File: src/rtl/btn_debounce.sv
// Per-button conditioner: two-flop synchronizer plus debounce FSM per channel, producing a clean
// level and single-cycle press/release pulses.
module btn_debounce #(
   parameter int unsigned NB_BTN          = 4,
   parameter int unsigned NB_DEBOUNCE     = 20,
   parameter int unsigned DEBOUNCE_CYCLES = 1000000
) (
   input  logic              clock,
   input  logic              i_reset,
   input  logic [NB_BTN-1:0] i_btn,
   output logic [NB_BTN-1:0] o_btn_level,
   output logic [NB_BTN-1:0] o_btn_press,
   output logic [NB_BTN-1:0] o_btn_release
);

   typedef enum logic [1:0] {
      StIdle,
      StPressWait,
      StPressed,
      StReleaseWait
   } state_e;

   localparam logic [NB_DEBOUNCE-1:0] CntMax = NB_DEBOUNCE'(DEBOUNCE_CYCLES - 1);
   localparam logic [NB_DEBOUNCE-1:0] CntOne = NB_DEBOUNCE'(1);

   for (genvar n = 0; n < NB_BTN; n++) begin : g_chan
      logic                   sync1_q;
      logic                   sync2_q;
      state_e                 state_q;
      logic [NB_DEBOUNCE-1:0] cnt_q;
      logic                   level_q;
      logic                   press_q;
      logic                   release_q;

      // Counter is cleared on every state entry, so it never runs past CntMax.
      always_ff @(posedge clock or negedge i_reset) begin
         if (!i_reset) begin
            sync1_q   <= 1'b0;
            sync2_q   <= 1'b0;
            state_q   <= StIdle;
            cnt_q     <= '0;
            level_q   <= 1'b0;
            press_q   <= 1'b0;
            release_q <= 1'b0;
         end else begin
            sync1_q   <= i_btn[n];
            sync2_q   <= sync1_q;
            press_q   <= 1'b0;
            release_q <= 1'b0;
            unique case (state_q)
               StIdle: begin
                  if (sync2_q) begin
                     state_q <= StPressWait;
                     cnt_q   <= '0;
                  end
               end
               StPressWait: begin
                  if (!sync2_q) begin
                     state_q <= StIdle;
                     cnt_q   <= '0;
                  end else if (cnt_q == CntMax) begin
                     state_q <= StPressed;
                     cnt_q   <= '0;
                     level_q <= 1'b1;
                     press_q <= 1'b1;
                  end else begin
                     cnt_q <= cnt_q + CntOne;
                  end
               end
               StPressed: begin
                  if (!sync2_q) begin
                     state_q <= StReleaseWait;
                     cnt_q   <= '0;
                  end
               end
               StReleaseWait: begin
                  if (sync2_q) begin
                     state_q <= StPressed;
                     cnt_q   <= '0;
                  end else if (cnt_q == CntMax) begin
                     state_q   <= StIdle;
                     cnt_q     <= '0;
                     level_q   <= 1'b0;
                     release_q <= 1'b1;
                  end else begin
                     cnt_q <= cnt_q + CntOne;
                  end
               end
               default: begin
                  state_q <= StIdle;
                  cnt_q   <= '0;
                  level_q <= 1'b0;
               end
            endcase
         end
      end

      assign o_btn_level[n]   = level_q;
      assign o_btn_press[n]   = press_q;
      assign o_btn_release[n] = release_q;
   end

endmodule

File: config.mk
export PLATFORM = sky130hd
export DESIGN_NAME = btn_debounce
export DESIGN_NICKNAME = d
export VERILOG_FILES = /design/src/rtl/btn_debounce.sv
export SDC_FILE = /design/constraint.sdc
export NUM_CORES = 1
export LEC_CHECK = 0
export ABC_AREA = 0
export CAP_MARGIN = 20
export CORE_ASPECT_RATIO = 2
export CORE_MARGIN = 3
export CORE_UTILIZATION = 34
export DETAILED_ROUTE_END_ITERATION = 8
export SKIP_LAST_GASP = 1
export SLEW_MARGIN = 20
export SYNTH_ARGS = -nofsm -noshare
export SYNTH_HDL_FRONTEND = slang
export SYNTH_SLANG_ARGS = --single-unit
File: constraint.sdc
create_clock -name clock -period 2.2 [get_ports clock]
set_input_delay 0.33 -clock clock [delete_from_list [all_inputs] [get_ports clock]]
set_output_delay 0.33 -clock clock [all_outputs]
set_load 0.1 [all_outputs]
Word-level counts from Yosys, hierarchy flattened
Cells that the tools add are included.
- add/sub/neg operators: 4
- equality and inequality tests: 48
- muxes and demuxes: 92
- reductions and logical operators: 20
- operators with widths (cell ; count):
    2-to-1 mux 20 bit ; 20
    case mux 20 bit (4 select lines) ; 4
    adder 20 x 1 -> 20 bit, second input constant ; 4
    equality test 20 bit, second input constant ; 4
    2-to-1 mux 2 bit ; 24
    != test 2 bit, second input constant ; 24
    2-to-1 mux 1 bit ; 36
    case mux 2 bit (4 select lines) ; 4
    != test 3 bit, second input constant ; 8
    AND reduction 5 bit ; 4
    equality test 2 bit, second input constant ; 8
    AND reduction 4 bit ; 4
    equality test 2 x 1 -> 1 bit, second input constant ; 4
    zero test 2 bit ; 4
    case mux 1 bit (2 select lines) ; 4
    AND reduction 2 bit ; 4
    nonzero test 2 bit ; 4
- flip-flop bits (word level): 108
- output and inout bits: 12
- word-level logic and storage cells: 192

Longest topological paths before layout
- depth in word-level cells: 4
- gate-level depth with buffers: 8

Worst setup path before layout
OpenSTA, ideal clock, no wires.
- kind: flip-flop to flip-flop
- from: register g_chan[2].cnt_q[15]
- to: register g_chan[2].cnt_q[0]
- library setup time: 0.125 ns
- data arrival time: 1.787 ns
- required time: 2.075 ns
- path slack: 0.288 ns
- stages on the path, launching flop included: 7
- clock period less this slack: 1.912 ns
- cells stage by stage: dfrtp_1 -> or4_4 -> nor4_4 -> a21oi_2 -> buf_6 -> buf_8 -> mux2_2
- longest elaborated chain between the ends: 4
- RTL lines (what ; line ; RTL):
    start, declared ; 30 ; logic [NB_DEBOUNCE-1:0] cnt_q;
    start signal, assigned ; 67 ; cnt_q <= cnt_q + CntOne;
    start signal, assigned ; 86 ; cnt_q <= cnt_q + CntOne;
    equality test 20 bit (*) ; 61, 80 ;
    2-to-1 mux 20 bit (*) ; 61, 80 ;
    2-to-1 mux 20 bit (on tied branches) ; 77, 58 ;
    case mux 20 bit (4 select lines) (*) ; 50 ; unique case (state_q)
Every way passes the cells marked *; elsewhere a longest branch is shown, timed or not.
A chain may end at the register's enable or synchronous reset.

Worst setup path in the final report
- from: register g_chan[3].cnt_q[0]
- to: register g_chan[3].cnt_q[3]
- longest elaborated chain between the ends: 4
- RTL lines (what ; line):
    start, declared ; 30
    start signal, assigned ; 67
    start signal, assigned ; 86
    adder 20 x 1 -> 20 bit / equality test 20 bit (equally long branches) ; n/a
    2-to-1 mux 20 bit (*) ; 61, 80
    2-to-1 mux 20 bit (on tied branches) ; 77, 58
    case mux 20 bit (4 select lines) (*) ; 50
Marked as above.

==> results by group <==
Outcome
  • Outcome: finished clean

Worst hold path
  • Hold path depth: 0
  • Hold WC Path Type: register to register
  • Hold path start: g_chan[1].sync1_q$_DFF_PN0_
  • WHS Endpoint: g_chan[1].sync2_q$_DFF_PN0_

Timing
  • Final hold viol count: 0
  • Setup tns final: 0 ps
  • Final slew viol count: 0
  • Peak Freq: 494 MHz
  • Final min period: 2020 ps
  • Skew final: 7.37 ps
  • Slew headroom: 0.570
  • RSZ-0062 raised after global routing: no
  • WHS: 354 ps
  • Setup violators final: 0
  • Worst Tran Pin Value: 643 ps
  • Final Cycle Share: 0.920

Clock network
  • Clock-pin slew on the worst setup and hold paths: 70 ps
  • Clock root cell: clkbuf_16
  • Number of H-tree levels: 3
  • Skew-Pair Late Insertion Delay: 350 ps
  • Clk sinks: 108
  • Setup repair bufs after CTS: 0
  • CTS tree: built
  • Num CTS Buffers: 9
  • Max clock buf depth: 2

Synth
  • Synthesis warning total: 0
  • Share of the synthesized area in the top cell type: 0.487
  • Yosys reg bits: 108
  • Async SR Flop Fraction: 1.00
  • Area leader, netlist: dfrtp_1
  • Post-synth cell types: 59
  • Cells after Synth: 585
  • Top FF cell, synth: dfrtp_1
  • Syn Nets: 595
  • Syn Std Cell Area: 5550 sq um
  • Number of synthesized flops with an enable pin: 0
  • Seq/Total Area, Yosys: 0.487
  • Area contributors post-synth: dfrtp_1 (49%), a31oi_1 (4.7%), nand2_1 (3.8%)
  • Mean Syn Cell Area: 9.49 sq um

Detailed routing
  • Drt first pass iters: 4
  • Detail Route Antenna Nets: 0
  • DR WL/cell: 15.0 microns
  • Total Wirelength: 12500 microns
  • Via density: 5.50
  • Post-route DRC: 0
  • DRT iter0 DRCs: 129
  • Via count: 4568

Global route
  • GR Util All Layers: 0.147
  • Global route overflow: 0
  • Largest net degree at the start of global routing: 46
  • Vias in the first global route: 4692
  • First-pass GRT wire length: 21100 microns
  • Antenna violations before repair: 0

Run
  • Max cap viols: 0

Placed design
  • Port Buffer Count: 17
  • DP Wirelength: 9110 microns
  • Final GP Congestion: 0.833

Layout
  • Syn-to-layout area delta: 15.2%
  • Antenna Cells: 0
  • Nets: 634
  • Share of cells above drive strength 1: 0.146

Critical path
  • CP Data Required Time: 2430 ps
  • Setup slack, reg-to-reg: 180 ps
  • Critical path type: register to register
  • WP data arrival: 2260 ps
  • Crit start category: register
  • R2R Path Start: g_chan[3].cnt_q[0]$_DFFE_PN0P_
  • Worst reg2reg path endpoint: g_chan[3].cnt_q[3]$_DFFE_PN0P_
  • CP max FO: 11
  • Worst setup EP type: register
  • R2R cell count: 7

Floorplan
  • Row Count: 65
  • Starting Density: 0.350
  • Vert. Die Dim: 187 microns
  • Core footprint: 15900 sq um
  • Top-level port count: 18
  • DIE WIDTH: 96.3 microns
  • Die area: 18000 sq um

Pwr
  • Peak supply drop: 0.368 mV
  • Static leakage: 2.71 nW
  • Power per cell area: 617 nW/um^2
[flip-flops by register name (all words and copies together) (netlist names), named ones only]
signal	flops
g_chan.level_q	4
g_chan.release_q	4
g_chan.cnt_q	80
g_chan.sync2_q	4
g_chan.sync1_q	4
g_chan.press_q	4
g_chan.state_q	4
[how the worst max path moves through the flow]
stage                               startpoint                         endpoint  slack [ps]  depth (start not counted)
2_1_floorplan  g_chan[2].cnt_q[15]$_DFFE_PN0P_   g_chan[2].cnt_q[0]$_DFFE_PN0P_         290                          6
3_3_place_gp    g_chan[2].cnt_q[0]$_DFFE_PN0P_  g_chan[2].cnt_q[16]$_DFFE_PN0P_         210                          6
3_5_place_dp    g_chan[0].cnt_q[1]$_DFFE_PN0P_  g_chan[0].cnt_q[17]$_DFFE_PN0P_          30                          7
4_1_cts         g_chan[0].cnt_q[1]$_DFFE_PN0P_  g_chan[0].cnt_q[17]$_DFFE_PN0P_           6                          7
5_1_grt         g_chan[3].cnt_q[0]$_DFFE_PN0P_   g_chan[3].cnt_q[3]$_DFFE_PN0P_           8                          7
6_report        g_chan[3].cnt_q[0]$_DFFE_PN0P_   g_chan[3].cnt_q[3]$_DFFE_PN0P_         180                          7
[cells by family (layout without fill, tap and decap cells)]
group | Yosys count | after routing | share of synthesized area
buffers and inverters | 46 | 90 | 0.0460
muxes | 10 | 10 | 0.0187
adders and majority gates | 4 | 4 | 0.00902
DFF | 108 | 108 | 0.487
xor gates and xnor gates | 18 | 18 | 0.0284
AOI/OAI and AO/OA | 146 | 146 | 0.168
and+or+nand+nor | 253 | 253 | 0.243
[power breakdown]
part	total [mW]	switching [mW]	internal [mW]
clock network	1.63	0.745	0.884
registers	2.07	0.0441	2.02
logic	0.250	0.157	0.0925
total	3.95	0.946	3.00
[metrics by stage]
stage / util / setup WS [ps] / power (mW) / instance area [sq um] / cells
2_1_floorplan: - / 288 / 2.24 / 5550 / 585
4_1_cts: 0.402 / 5.58 / 4.01 / 6370 / 830
5_1_grt: 0.403 / 8.27 / 4.12 / 6390 / 830
3_5_place_dp: 0.383 / 33.5 / 2.36 / 6070 / 813
3_3_place_gp: 0.383 / 207 / 2.35 / 6070 / 813
6_report: 0.403 / 175 / 3.95 / 6390 / 830
[synth_stat cells (4+ instances only)]
library cell and number:
a21o_1 8, a21oi_1 34, a22o_1 9, a31oi_1 42
a41oi_1 5, and2_1 7, and3_1 10, and4_1 4
buf_2 8, buf_4 12, clkbuf_1 7, dfrtp_1 108
ha_1 4, inv_1 14, mux2i_1 7, nand2_1 56
nand2b_1 8, nand3_1 39, nand3b_1 4, nand4_1 25
nor2_1 44, nor3_1 19, nor4_1 12, o21ai_0 27
or2_2 5, xor2_1 16
[worst max-delay path: stages (launching register included)]
cell and delay (ps):
dfrtp_1 400, ha_1 210, nand3_1 120, nor4_2 400, a21oi_2 220, buf_4 220, a21o_1 160, a22o_1 180
[cell type report]
| class | instances | area [sq um] |
|---|---|---|
| clock buffer | 10 | 229 |
| timing repair buffer | 60 | 475 |
| inverter | 14 | 52.6 |
| fill | 1561 | 9470 |
| multi-input combinational | 431 | 2620 |
| sequential | 108 | 2700 |
| tap | 201 | 251 |
| clock inverter | 6 | 65.1 |
[layout by cell type, fill, tap and decap left out, types with 14 or more instances in the layout]
| cell | netlist | final |
|---|---|---|
| a21oi_1 | 34 | 33 |
| a31oi_1 | 42 | 42 |
| buf_4 | 12 | 54 |
| dfrtp_1 | 108 | 108 |
| inv_1 | 14 | 14 |
| nand2_1 | 56 | 56 |
| nand3_1 | 39 | 39 |
| nand4_1 | 25 | 25 |
| nor2_1 | 44 | 44 |
| nor3_1 | 19 | 19 |
| o21ai_0 | 27 | 27 |
| xor2_1 | 16 | 16 |
[per-layer routing]
metal | share of wire | up-vias | routed length (microns) | track usage
met1 | 0.39 | 2265 | 4810 | 0.150
met3 | 0.018 | 17 | 225 | 0.0290
met4 | 0.025 | 0 | 318 | 0.0757
li1 | - | 2241 | - | -
met2 | 0.57 | 45 | 7120 | 0.270
met5 | 0 | - | 0 | 0
[repair_timing]
item	4_1_cts	5_1_grt
setup endpoints to repair	0	16
hold endpoints to repair	29	0
gates resized for setup	0	3
hold buffers	1	0
No activity file was read; power rests on OpenSTA's default activity.
